### config.mk
export PLATFORM = sky130hd
export DESIGN_NAME = reg_dump
export DESIGN_NICKNAME = d
export VERILOG_FILES = /design/src/rtl/reg_dump.sv
export SDC_FILE = /design/constraint.sdc
export NUM_CORES = 1
export LEC_CHECK = 0
export CORE_AREA = 2 2 45 47
export CTS_CLUSTER_DIAMETER = 50
export DETAILED_ROUTE_END_ITERATION = 7
export DIE_AREA = 0 0 47 49
export GPL_TIMING_DRIVEN = 0
export PLACE_DENSITY_LB_ADDON = 0.2
export SLEW_MARGIN = 5
export SYNTH_ARGS = -nofsm -noshare
export SYNTH_HDL_FRONTEND = slang
export SYNTH_SLANG_ARGS = --single-unit
### constraint.sdc
create_clock -name clk -period 2.6 [get_ports clk]
set_input_delay 0.52 -clock clk [delete_from_list [all_inputs] [get_ports clk]]
set_output_delay 0.52 -clock clk [all_outputs]
set_load 0.05 [all_outputs]
### src/rtl/reg_dump.sv
`default_nettype none
// ============================================================================
// Module   : reg_dump
// Purpose  : Streams register-file entries 0..LAST_REG as a ready/valid byte stream;
//            optional trailing XOR checksum byte (macro REG_DUMP_CSUM_EN).
// Revision : 1.0
// ============================================================================
module reg_dump #(
    parameter int LAST_REG = 15
) (
    input  logic       clk,
    input  logic       rst,
    input  logic       start,
    output logic [3:0] ra,
    input  logic [7:0] read_a,
    output logic [7:0] out_data,
    output logic       out_valid,
    input  logic       out_ready,
    output logic       busy,
    output logic       done
);

    localparam logic [3:0] LAST_IDX = 4'(LAST_REG);

    typedef enum logic [2:0] {
        IDLE  = 3'd0,
        FETCH = 3'd1,
        SEND  = 3'd2,
        FIN   = 3'd3
`ifdef REG_DUMP_CSUM_EN
        ,
        CSUM  = 3'd4
`endif
    } state_t;

    state_t     state_q;
    logic [3:0] index_q;
    logic [3:0] index_d;
    logic [7:0] out_data_q;
    logic       out_valid_q;
    logic       busy_q;
    logic       done_q;
`ifdef REG_DUMP_CSUM_EN
    logic [7:0] csum_q;
`endif

    assign index_d = index_q + 4'd1;

    always_ff @(posedge clk or posedge rst) begin
        if (rst) begin
            state_q     <= IDLE;
            index_q     <= 4'd0;
            out_data_q  <= 8'h00;
            out_valid_q <= 1'b0;
            busy_q      <= 1'b0;
            done_q      <= 1'b0;
`ifdef REG_DUMP_CSUM_EN
            csum_q      <= 8'h00;
`endif
        end else begin
            done_q <= 1'b0;
            case (state_q)
                IDLE: begin
                    if (start) begin
                        state_q <= FETCH;
                        index_q <= 4'd0;
                        busy_q  <= 1'b1;
`ifdef REG_DUMP_CSUM_EN
                        csum_q  <= 8'h00;
`endif
                    end
                end
                FETCH: begin
                    out_data_q  <= read_a;
                    out_valid_q <= 1'b1;
                    state_q     <= SEND;
`ifdef REG_DUMP_CSUM_EN
                    csum_q      <= csum_q ^ read_a;
`endif
                end
                SEND: begin
                    if (out_ready) begin
                        if (index_q < LAST_IDX) begin
                            index_q     <= index_d;
                            out_valid_q <= 1'b0;
                            state_q     <= FETCH;
                        end else begin
`ifdef REG_DUMP_CSUM_EN
                            // checksum already folds in the last byte fetched
                            out_data_q <= csum_q;
                            state_q    <= CSUM;
`else
                            out_valid_q <= 1'b0;
                            done_q      <= 1'b1;
                            state_q     <= FIN;
`endif
                        end
                    end
                end
`ifdef REG_DUMP_CSUM_EN
                CSUM: begin
                    if (out_ready) begin
                        out_valid_q <= 1'b0;
                        done_q      <= 1'b1;
                        state_q     <= FIN;
                    end
                end
`endif
                FIN: begin
                    busy_q  <= 1'b0;
                    state_q <= IDLE;
                end
                default: begin
                    out_valid_q <= 1'b0;
                    busy_q      <= 1'b0;
                    state_q     <= IDLE;
                end
            endcase
        end
    end

    assign ra        = index_q;
    assign out_data  = out_data_q;
    assign out_valid = out_valid_q;
    assign busy      = busy_q;
    assign done      = done_q;

endmodule
`default_nettype wire

**Yosys cells after proc, flatten, opt, wreduce, memory -nomap -nowiden**

Cells that the tools add are included.

- Add/sub/neg operators: 1
- Order comparisons: 1
- Equality and inequality tests: 6
- Multiplexer cells: 15
- Bitwise operators: 2
- Reduce and logical (&&, ||, !) cells: 8

Operator list:

| kind | count |
|---|---|
| two-way mux 4 bit | 3 |
| one-hot mux 3 bit (3 select lines) | 1 |
| one-hot mux 4 bit (2 select lines) | 1 |
| equality test 3 x 2 -> 1 bit, second input constant | 2 |
| two-way mux 3 bit | 2 |
| inequality test 2 bit, second input constant | 3 |
| AND reduction 2 bit | 3 |
| two-way mux 1 bit | 5 |
| adder 4 x 1 -> 4 bit, second input constant | 1 |
| < comparator 4 bit, second input constant | 1 |
| AND reduction 4 bit | 1 |
| OR reduction 2 bit | 2 |
| equality test 3 x 1 -> 1 bit, second input constant | 1 |
| zero test 3 bit | 1 |
| one-hot mux 1 bit (3 select lines) | 1 |
| two-way mux 2 bit | 1 |
| inverter 1 bit | 2 |
| one-hot mux 1 bit (2 select lines) | 1 |
| nonzero test 2 bit | 1 |

- Register bits after elaboration: 18
- Input port bits: 12
- Output and inout bits: 15
- Word-level logic and storage cells: 39

**Logic depth before layout (Yosys ltp)**

- Word-level depth: 4
- Gate-level depth with buffers: 5
- Mapped depth without buffers: 5

**Worst setup path before layout**

No wires, ideal clock.

- Path type: register -> register
- Start: register index_q[0] (netlist: ra[0])
- End: register index_q[0] (netlist: ra[0])
- Library setup time: 128 ps
- Data arrival time: 1625 ps
- Required time: 2472 ps
- Path slack: 848 ps
- Stages on the path, launching flop included: 5
- Path buffers: 0
- Period minus slack after synthesis: 1752 ps
- Cells stage by stage: dfrtp_1 ha_1 and4_1 nor4_4 mux2_1

- Word-level cells in the longest chain between the ends: 4
- Elaborated cells on any way between the ends: 7
- Classes of those cells: add/sub (1); order compare (1); eq/ne (1); mux (3); reduce/logical (1)

Ends and longest elaborated chain:

| element | RTL line | source |
|---|---|---|
| from (decl) | 37 | `logic [3:0] index_q;` |
| from (signal assigned) | 84 | `index_q <= index_d;` |
| adder 4 x 1 -> 4 bit | 47 | `assign index_d = index_q + 4'd1;` |
| two-way mux 4 bit | 83 | `if (index_q < LAST_IDX) begin` |
| two-way mux 4 bit | 82 | `if (out_ready) begin` |
| one-hot mux 4 bit (2 select lines) | 62 | `case (state_q)` |

Parallel ways exist; a longest one is shown, timed or not. The select of a mux whose other input is x is not followed.
A chain may end at the register's enable or synchronous reset.

**Final worst setup path**

- Start: register index_q[3] (netlist: ra[3])
- End: output port ra[3]

RTL lines:

| element | RTL line | source |
|---|---|---|
| to (decl) | 14 | `output logic [3:0] ra,` |

No word-level cell between the ends.

==> metrics.cfg <==
[drt]
drc=0
wire_per_inst_microns=11.5
dr.pass1.iters=4
drtIter0Drc=8
postRouteWirelength_microns=1390
ant_nets=0
avgViaCountPerCell=4.84
route.vias.total=586

[clock_tree]
postCtsHoldBufs=0
cts_tree=yes
path_clk_slew_ns=0.09
cts.sinks=17
clock_latency_ns=0.28
cts_resized=0
htree_levels=1
cts_root_buffer=clkbuf_4
clockBufferDepth=2
numCtsBuffers=3
cts_setup_buffers=0

[timing]
min_period_ns=2.06
tns_ns=0
slew_headroom=0.569
max_freq_mhz=485
setup_violations=0
rsz0062_at_grt=no
hold_violations=0
worst_pin_slew_ns=0.646
drv_slew=0
period_share=0.793
whs_ns=0.500
finalClockSkew_ns=0.000521

[run]
max_cap_violations=0

[floorplan]
core_area_sq_um=1840
dieWidth_microns=47
die_y_microns=49
die_area_sq_um=2300
io_pins=27
rows=16
initial_utilization=0.444

[synth]
synth_edf_count=0
synth_xor_area_frac=0
yosysTopAreaCellShare=0.521
synthCells=64
synth_mux_area_frac=0.150
synth_seq_area_share=0.521
netlist_area_sq_um=817
synth-adder-area-share=0.0613
synth_async_sr_flop_share=1.00
yosysWarningCount=0
synthTopCellsByCount=dfrtp_1, mux2_2, ha_1, inv_1, o21ai_0
synth-compound-area-share=0.0704
synth_top_family_by_area=simple AND/OR/NAND/NOR gates
ys_ff_latch=17
netlist_top_cells_area=dfrtp_1, mux2_2, ha_1, nor4_4, a2bb2oi_1
synth_ff_type=dfrtp_1
synth_most_common_cell=dfrtp_1
syn-num-nets=80
yosys.area_share.simple=0.173
yosysUniqueCellTypes=28
yosys.area.top_type=dfrtp_1
avgSynthCellArea_sq_um=12.8

[grt]
grt_pass1_wl_microns=2330
grt_usage=0.139
grt_overflow=0
antenna_found_initial=0
grt_pass1_vias=557
grt_max_degree=18

[power]
swShare=0.458
vdd_drop_max_mv=0.588
p_seq_frac=0.292
p_int_uw=808
switchingPower_uw=684
pwr-share-comb=0.616
clkPwrFrac=0.093
p_leak_nw=0.485
power.density_nw_per_um2=1310

[critical_path]
critPathTopFamily=buffers and inverters
worstRegToRegCells=5
slowest_delay_ns=0.83
crit_chain=clkdlybuf4s50_1
cp_slowest_cell=clkdlybuf4s50_1
worstPathRequired_ns=2.08
cp-start-kind=register
cp_num_buf_inv=1
end_kind=primary output
crit_fanout=6
critPathKind=register to primary output
critical_path_depth=1
crit_arrival_ns=1.54

[layout]
n_antenna_cell=0
area_growth_pct=39.2
fin_util=0.618
fillers=161
layout.nets=111
multi_input_area_sq_um=372
drive_above_1_share=0.170
seq_area_sq_um=425

[placed_design]
dp_hpwl_microns=1070
port_buffers=26
gp_congestion=0.722

[status]
status=complete, no violations

[min_path]
hold_class=register to register
min_path_cells=1

==> layer usage <==
layer	share of wire	up-vias	global-route usage
li1	-	289	-
met3	0.062	4	0.0333
met4	0.019	0	0.0694
met5	0	-	0
met1	0.47	273	0.181
met2	0.44	20	0.210
==> final timing paths <==
kind                            slack [ns]       start          end
worst min register to register        0.50        busy         busy
min in group asynchronous             0.61         rst  out_data[5]
worst min-delay path                  0.50        busy         busy
worst max-delay path                  0.54       ra[3]        ra[3]
worst max register to register        0.84  state_q[0]        ra[0]
max in group asynchronous             1.58         rst  out_data[3]
==> kinds of logic after synthesis <==
kind of cell | after synthesis
and+or+nand+nor | 19
DFF | 17
muxes | 11
AOI/OAI and AO/OA | 8
buffers and inverters | 5
adders and majority gates | 4
==> worst reg2reg max path, stage by stage (launching register included) <==
cell and delay (ns):
dfrtp_1 0.40, inv_1 0.09, ha_1 0.29, nor2b_4 0.19, nor4_4 0.34, mux2_1 0.35
==> power groups by stage <==
stage               Combinational (mW)  Clock (mW)  Sequential [mW]
global route                     0.984       0.156            0.452
finish                           0.918       0.138            0.435
floorplan                        0.348           0            0.759
CTS                              0.928       0.144            0.437
global placement                 0.919           0            0.437
detailed placement               0.926           0            0.443
==> cells in the final DEF (no fill, tap or decap), drive strengths merged <==
cell type / count
and2b: 1
ha: 4
a21o: 1
o22a: 1
o311ai: 1
o21ai: 3
clkbuf: 4
clkdlybuf4s50: 26
a2bb2oi: 2
nor2b: 3
mux2i: 1
dfrtp: 17
nand4: 1
mux2: 10
nor3: 1
nor2: 1
nor4b: 1
buf: 1
nand3: 1
and2: 1
nor4: 2
nand2b: 2
or4: 1
and4: 1
nand2: 2
inv: 4
or2: 1
==> final cells by class <==
cell class	instances	area share
clock buffer	4	0.0231
sequential	17	0.374
timing repair buffer	26	0.229
tap	27	0.0297
buffer	1	0.00440
inverter	4	0.0132
multi-input combinational	42	0.327
==> registers in the layout, summed over array words and instances, names as in the netlist <==
name,count
done,1
out_valid,1
busy,1
out_data,8
ra,4
state_q,2
==> through the flow <==
stage	total power [mW]	std cells	cell area (sq um)	setup slack (ns)
floorplan	1.11	64	817	0.848
finish	1.49	121	1140	0.539
CTS	1.51	121	1140	0.529
detailed placement	1.37	117	1110	0.598
global placement	1.36	117	1110	0.629
global route	1.59	121	1140	0.474
Note: power is estimated with default switching activity, not from simulation.
==> patch 1, RTL diff (same flow settings) <==
Re-encode `state_t` (4 states) as one-hot, 4 bits wide.
--- a/src/rtl/reg_dump.sv
+++ b/src/rtl/reg_dump.sv
@@ -23,9 +23,9 @@
     localparam logic [3:0] LAST_IDX = 4'(LAST_REG);
 
-    typedef enum logic [2:0] {
-        IDLE  = 3'd0,
-        FETCH = 3'd1,
-        SEND  = 3'd2,
-        FIN   = 3'd3
+    typedef enum logic [3:0] {
+        IDLE  = 4'b0001,
+        FETCH = 4'b0010,
+        SEND  = 4'b0100,
+        FIN   = 4'b1000
 `ifdef REG_DUMP_CSUM_EN
         ,
Function: no difference found for any inputs over 10 cycles, from zero or initial values and one cycle with rst high; not proved beyond that.
==> patch 1 against the unedited design <==
Worst setup slack better by 0.0030 ns; maximum frequency rose by 0.15%; routed wire length grew 14%; total power shrank 2.4%; sequential cell count up 2; critical path depth stayed put; final area grew 5.1%; synthesized cell count grew 14%; global-route usage is 1.8 points higher; final cell count grew 7.4%; area after synthesis rose by 7.0%.
==> patch 1: results (changes against the unedited design) <==
Area after DPL=1170 um^2 (was 1110 um^2); DRC violation total after the first TritonRoute iteration=5 (was 8); Final GP Congestion=0.797 (was 0.722); Post-Synth XOR/XNOR Area=2.00% (was 0%); drt pass-1 iters=4 (unchanged); nets@finish=117 (was 111); CP Launch Point=ra[0]$_DFFE_PP0P_ (was ra[3]$_DFFE_PP0P_); Syn Area/Cell=12.0 um^2 (was 12.8 um^2); CP max stage delay=between 0.8 and 0.9 ns; Vias=679 (was 586); worst skew pair latency=0.29 ns; top post-synthesis cells by area=dfrtp_1 52%, mux2_2 10%, a31oi_1 3.6% (was dfrtp_1 52%, mux2_2 12%, ha_1 6.1%); Hold Path Stages=1 (unchanged); Avg WL per Cell=12.2 um (was 11.5 um); max FFs per register=8 (unchanged); vias in the first global route=672 (was 557); Via density=5.22 (was 4.84); clock transition time at the flip-flop clock pins of the worst setup and hold paths=0.11 ns (was 0.09 ns); final hold slack=0.519 ns (was 0.500 ns); synthesized net count=86 (was 80); final setup margin=0.542 ns (was 0.539 ns); share of cells above drive strength 1=18.4% (was 17.0%); largest net degree at the start of global routing=20 (was 18); setup TNS=0 ns (unchanged); Reg-to-Reg Start=state_q[3]$_DFFE_PP0P_ (was state_q[0]$_DFFE_PP0P_); R2R cell count=3 (was 5); library cells used by synthesis=33 (was 28); post-synthesis mux area share=10.3% (was 15.0%); first-pass GRT wire length=2.64 mm (was 2.33 mm); Slew HR=52.9% (was 56.9%); CP max FO=5 (was 6); clk_skew=0.00592 ns (was 0.000521 ns); worst setup path endpoint=ra[0] (was ra[3]); worst reg2reg setup slack=0.84 ns (about the same); Hold Path End=out_data[3]$_DFFE_PP0P_ (was busy$_DFFE_PP0P_); status=complete, no violations (unchanged); Synth Area in Adders=1.43% (was 6.13%); Post-synth top cells=18 x dfrtp_1, 8 x mux2_2, 5 x a31oi_1, 5 x nor2_1 (was 17 x dfrtp_1, 9 x mux2_2, 4 x ha_1, 4 x inv_1, 3 x o21ai_0); Hold Crit Start=out_data[3]$_DFFE_PP0P_ (was busy$_DFFE_PP0P_); pre-CTS WS=0.723 ns (was 0.598 ns); All-Layer GR Usage=15.7% (was 13.9%); Synth Area in Compound Gates=13.7% (was 7.04%); Peak supply drop=0.924 mV (was 0.588 mV); register area share after synthesis=54.5% (was 52.1%); Critical R2R Capture=out_data[4]$_DFFE_PP0P_ (was ra[0]$_DFFE_PP0P_); Leak Pwr=0.519 nW (was 0.485 nW); DP HPWL=1.18 mm (was 1.07 mm)
patch 1: changes by cell type in the layout (fill, tap and decap cells not counted), sizes merged, moves of 3 or more:
| cell | before | now |
|---|---|---|
| nor2 | 1 | 5 |
| a21oi | 0 | 3 |
| a31oi | 0 | 5 |
| ha | 4 | 1 |
patch 1: final cells by class:
cell class	count	area, um^2
Sequential cell	19	477
Tap cell	27	33.8
Multi-Input combinational cell	47	369
Timing Repair Buffer	26	260
Fill cell	161	647
Buffer	3	13.8
Inverter	4	15.0
Clock buffer	4	26.3
patch 1: routing by layer:
layer | track usage [%] | share of wire, % | up-vias | wire, um
met3 | 2.96 | 5.0 | 2 | 80
met1 | 21.8 | 47 | 331 | 743
li1 | - | - | 326 | -
met4 | 5.56 | 0.38 | 0 | 6
met2 | 24.2 | 48 | 20 | 760
met5 | 0 | 0 | - | 0
patch 1: power breakdown:
part           internal, mW  switching (mW)
clock network        0.0596          0.0893
logic                 0.318           0.501
registers             0.409          0.0782
total                 0.787           0.668
==> patch 2, RTL diff (same settings) <==
Without the edit above. The parameter `LAST_REG` goes from 15 to 7.
--- a/src/rtl/reg_dump.sv
+++ b/src/rtl/reg_dump.sv
@@ -7,5 +7,5 @@
 // ============================================================================
 module reg_dump #(
-    parameter int LAST_REG = 15
+    parameter int LAST_REG = 7
 ) (
     input  logic       clk,
Behaviour: same outputs for any inputs over 10 cycles, from zero or initial values and one cycle with rst high; that may be too few to reach the edited logic, so the function may still have changed.
==> patch 2 against the unedited design <==
Routed wire length up 6.2%; worst setup slack worse by 0.011 ns; total power grew 3.0%; sequential power up 1%; final area is 0.88% lower; maximum frequency fell by 0.52%; core utilization fell by 0.54 points; sequential cell count stayed put; global-route usage grew 1.3 points; area after synthesis is 1.7% lower; count of clock-buffer cells in the layout fell by 1; critical endpoint is now ra[0]; largest cell class unchanged.
==> patch 2: results (changes against the unedited design) <==
Reg-to-Reg Start=ra[0]$_DFFE_PP0P_ (was state_q[0]$_DFFE_PP0P_); first-pass GRT wire length=2.54 mm (was 2.33 mm); Leak Pwr=0.494 nW (was 0.485 nW); switching power=0.712 mW (was 0.684 mW); diode count=0 (unchanged); clk_skew=0.00686 ns (was 0.000521 ns); Via density=4.76 (was 4.84); DRC violation total after the first TritonRoute iteration=2 (was 8); nets@finish=109 (was 111); top post-synthesis cells by area=dfrtp_1 53%, mux2_2 13%, ha_1 6.2% (was dfrtp_1 52%, mux2_2 12%, ha_1 6.1%); DP HPWL=1.11 mm (was 1.07 mm); status=complete, no violations (unchanged); Post-synth top cells=17 x dfrtp_1, 9 x mux2_2, 4 x ha_1, 4 x inv_1 (was 17 x dfrtp_1, 9 x mux2_2, 4 x ha_1, 4 x inv_1, 3 x o21ai_0); Final GP Congestion=0.800 (was 0.722); Synth Area in Adders=6.23% (was 6.13%); post-synthesis mux area share=14.5% (was 15.0%); CP max FO=5 (was 6); vias in the first global route=583 (was 557); share of cells above drive strength 1=19.6% (was 17.0%); WP data arrival=approximately 1.6 ns; drt pass-1 iters=2 (was 4); Slew HR=56.2% (was 56.9%); pre-CTS WS=0.650 ns (was 0.598 ns); library cells used by synthesis=25 (was 28); All-Layer GR Usage=15.2% (was 13.9%); Synth Area in Compound Gates=10.9% (was 7.04%); register area share after synthesis=53.0% (was 52.1%); clock tree buffer depth=2 (unchanged); synthesized net count=78 (was 80); clock power share=9.5% (was 9.3%); Peak supply drop=0.765 mV (was 0.588 mV); clock transition time at the flip-flop clock pins of the worst setup and hold paths=0.11 ns (was 0.09 ns)
[patch 2: kinds of logic after synthesis]
| family | after synthesis |
|---|---|
| AO/OA/AOI/OAI | 10 |
| adder cells (fa/ha/maj) | 4 |
| buffers and inverters | 6 |
| flip-flops | 17 |
| multiplexers | 10 |
| AND/OR/NAND/NOR | 15 |
[patch 2: final timing paths]
kind / endpoint / slack, ns / depth (start not counted)
max: ra[0] / 0.53 / 1
min: busy$_DFFE_PP0P_ / 0.50 / 1
max reg2reg: ra[0]$_DFFE_PP0P_ / 0.76 / 4
min reg2reg: busy$_DFFE_PP0P_ / 0.50 / 1
max in group asynchronous: state_q[1]$_DFFE_PP0P_ / 1.57 / 2
min in group asynchronous: out_data[2]$_DFFE_PP0P_ / 0.61 / 2
[patch 2: routing by layer]
metal	track usage (%)	up-vias	wire length [um]	part of all wire [%]
li1	-	277	-	-
met1	20.9	276	677	46
met2	22.1	11	734	50
met3	6.30	2	52	3.5
met4	3.70	0	14	0.95
met5	0	-	0	0
[patch 2: per-stage QoR]
| step | power (mW) | cells | cell area [um^2] |
|---|---|---|---|
| finish | 1.54 | 119 | 1130 |
| global route | 1.63 | 119 | 1130 |
| CTS | 1.55 | 119 | 1130 |
| detailed placement | 1.40 | 115 | 1100 |
| global placement | 1.38 | 115 | 1100 |
| floorplan | 1.13 | 62 | 803 |
[patch 2: cell type report]
class,instances,area (um^2),share of cell area (%)
plain buffers,2,15.0,1.33
clock buffers,3,22.5,2.00
clock inverters,1,7.51,0.666
inverters,4,15.0,1.33
multi-input cells,39,348,30.9
flip-flops and latches,17,425,37.7
well taps,27,33.8,3.00
repair buffers,26,260,23.1
[patch 2: power groups by stage]
| stage | Clock, mW | Sequential [mW] | Combinational (mW) |
|---|---|---|---|
| after global placement | 0 | 0.439 | 0.941 |
| after floorplan | 0 | 0.762 | 0.366 |
| after global routing | 0.165 | 0.454 | 1.01 |
| after detailed placement | 0 | 0.446 | 0.956 |
| final | 0.145 | 0.440 | 0.950 |
| after CTS | 0.152 | 0.440 | 0.960 |
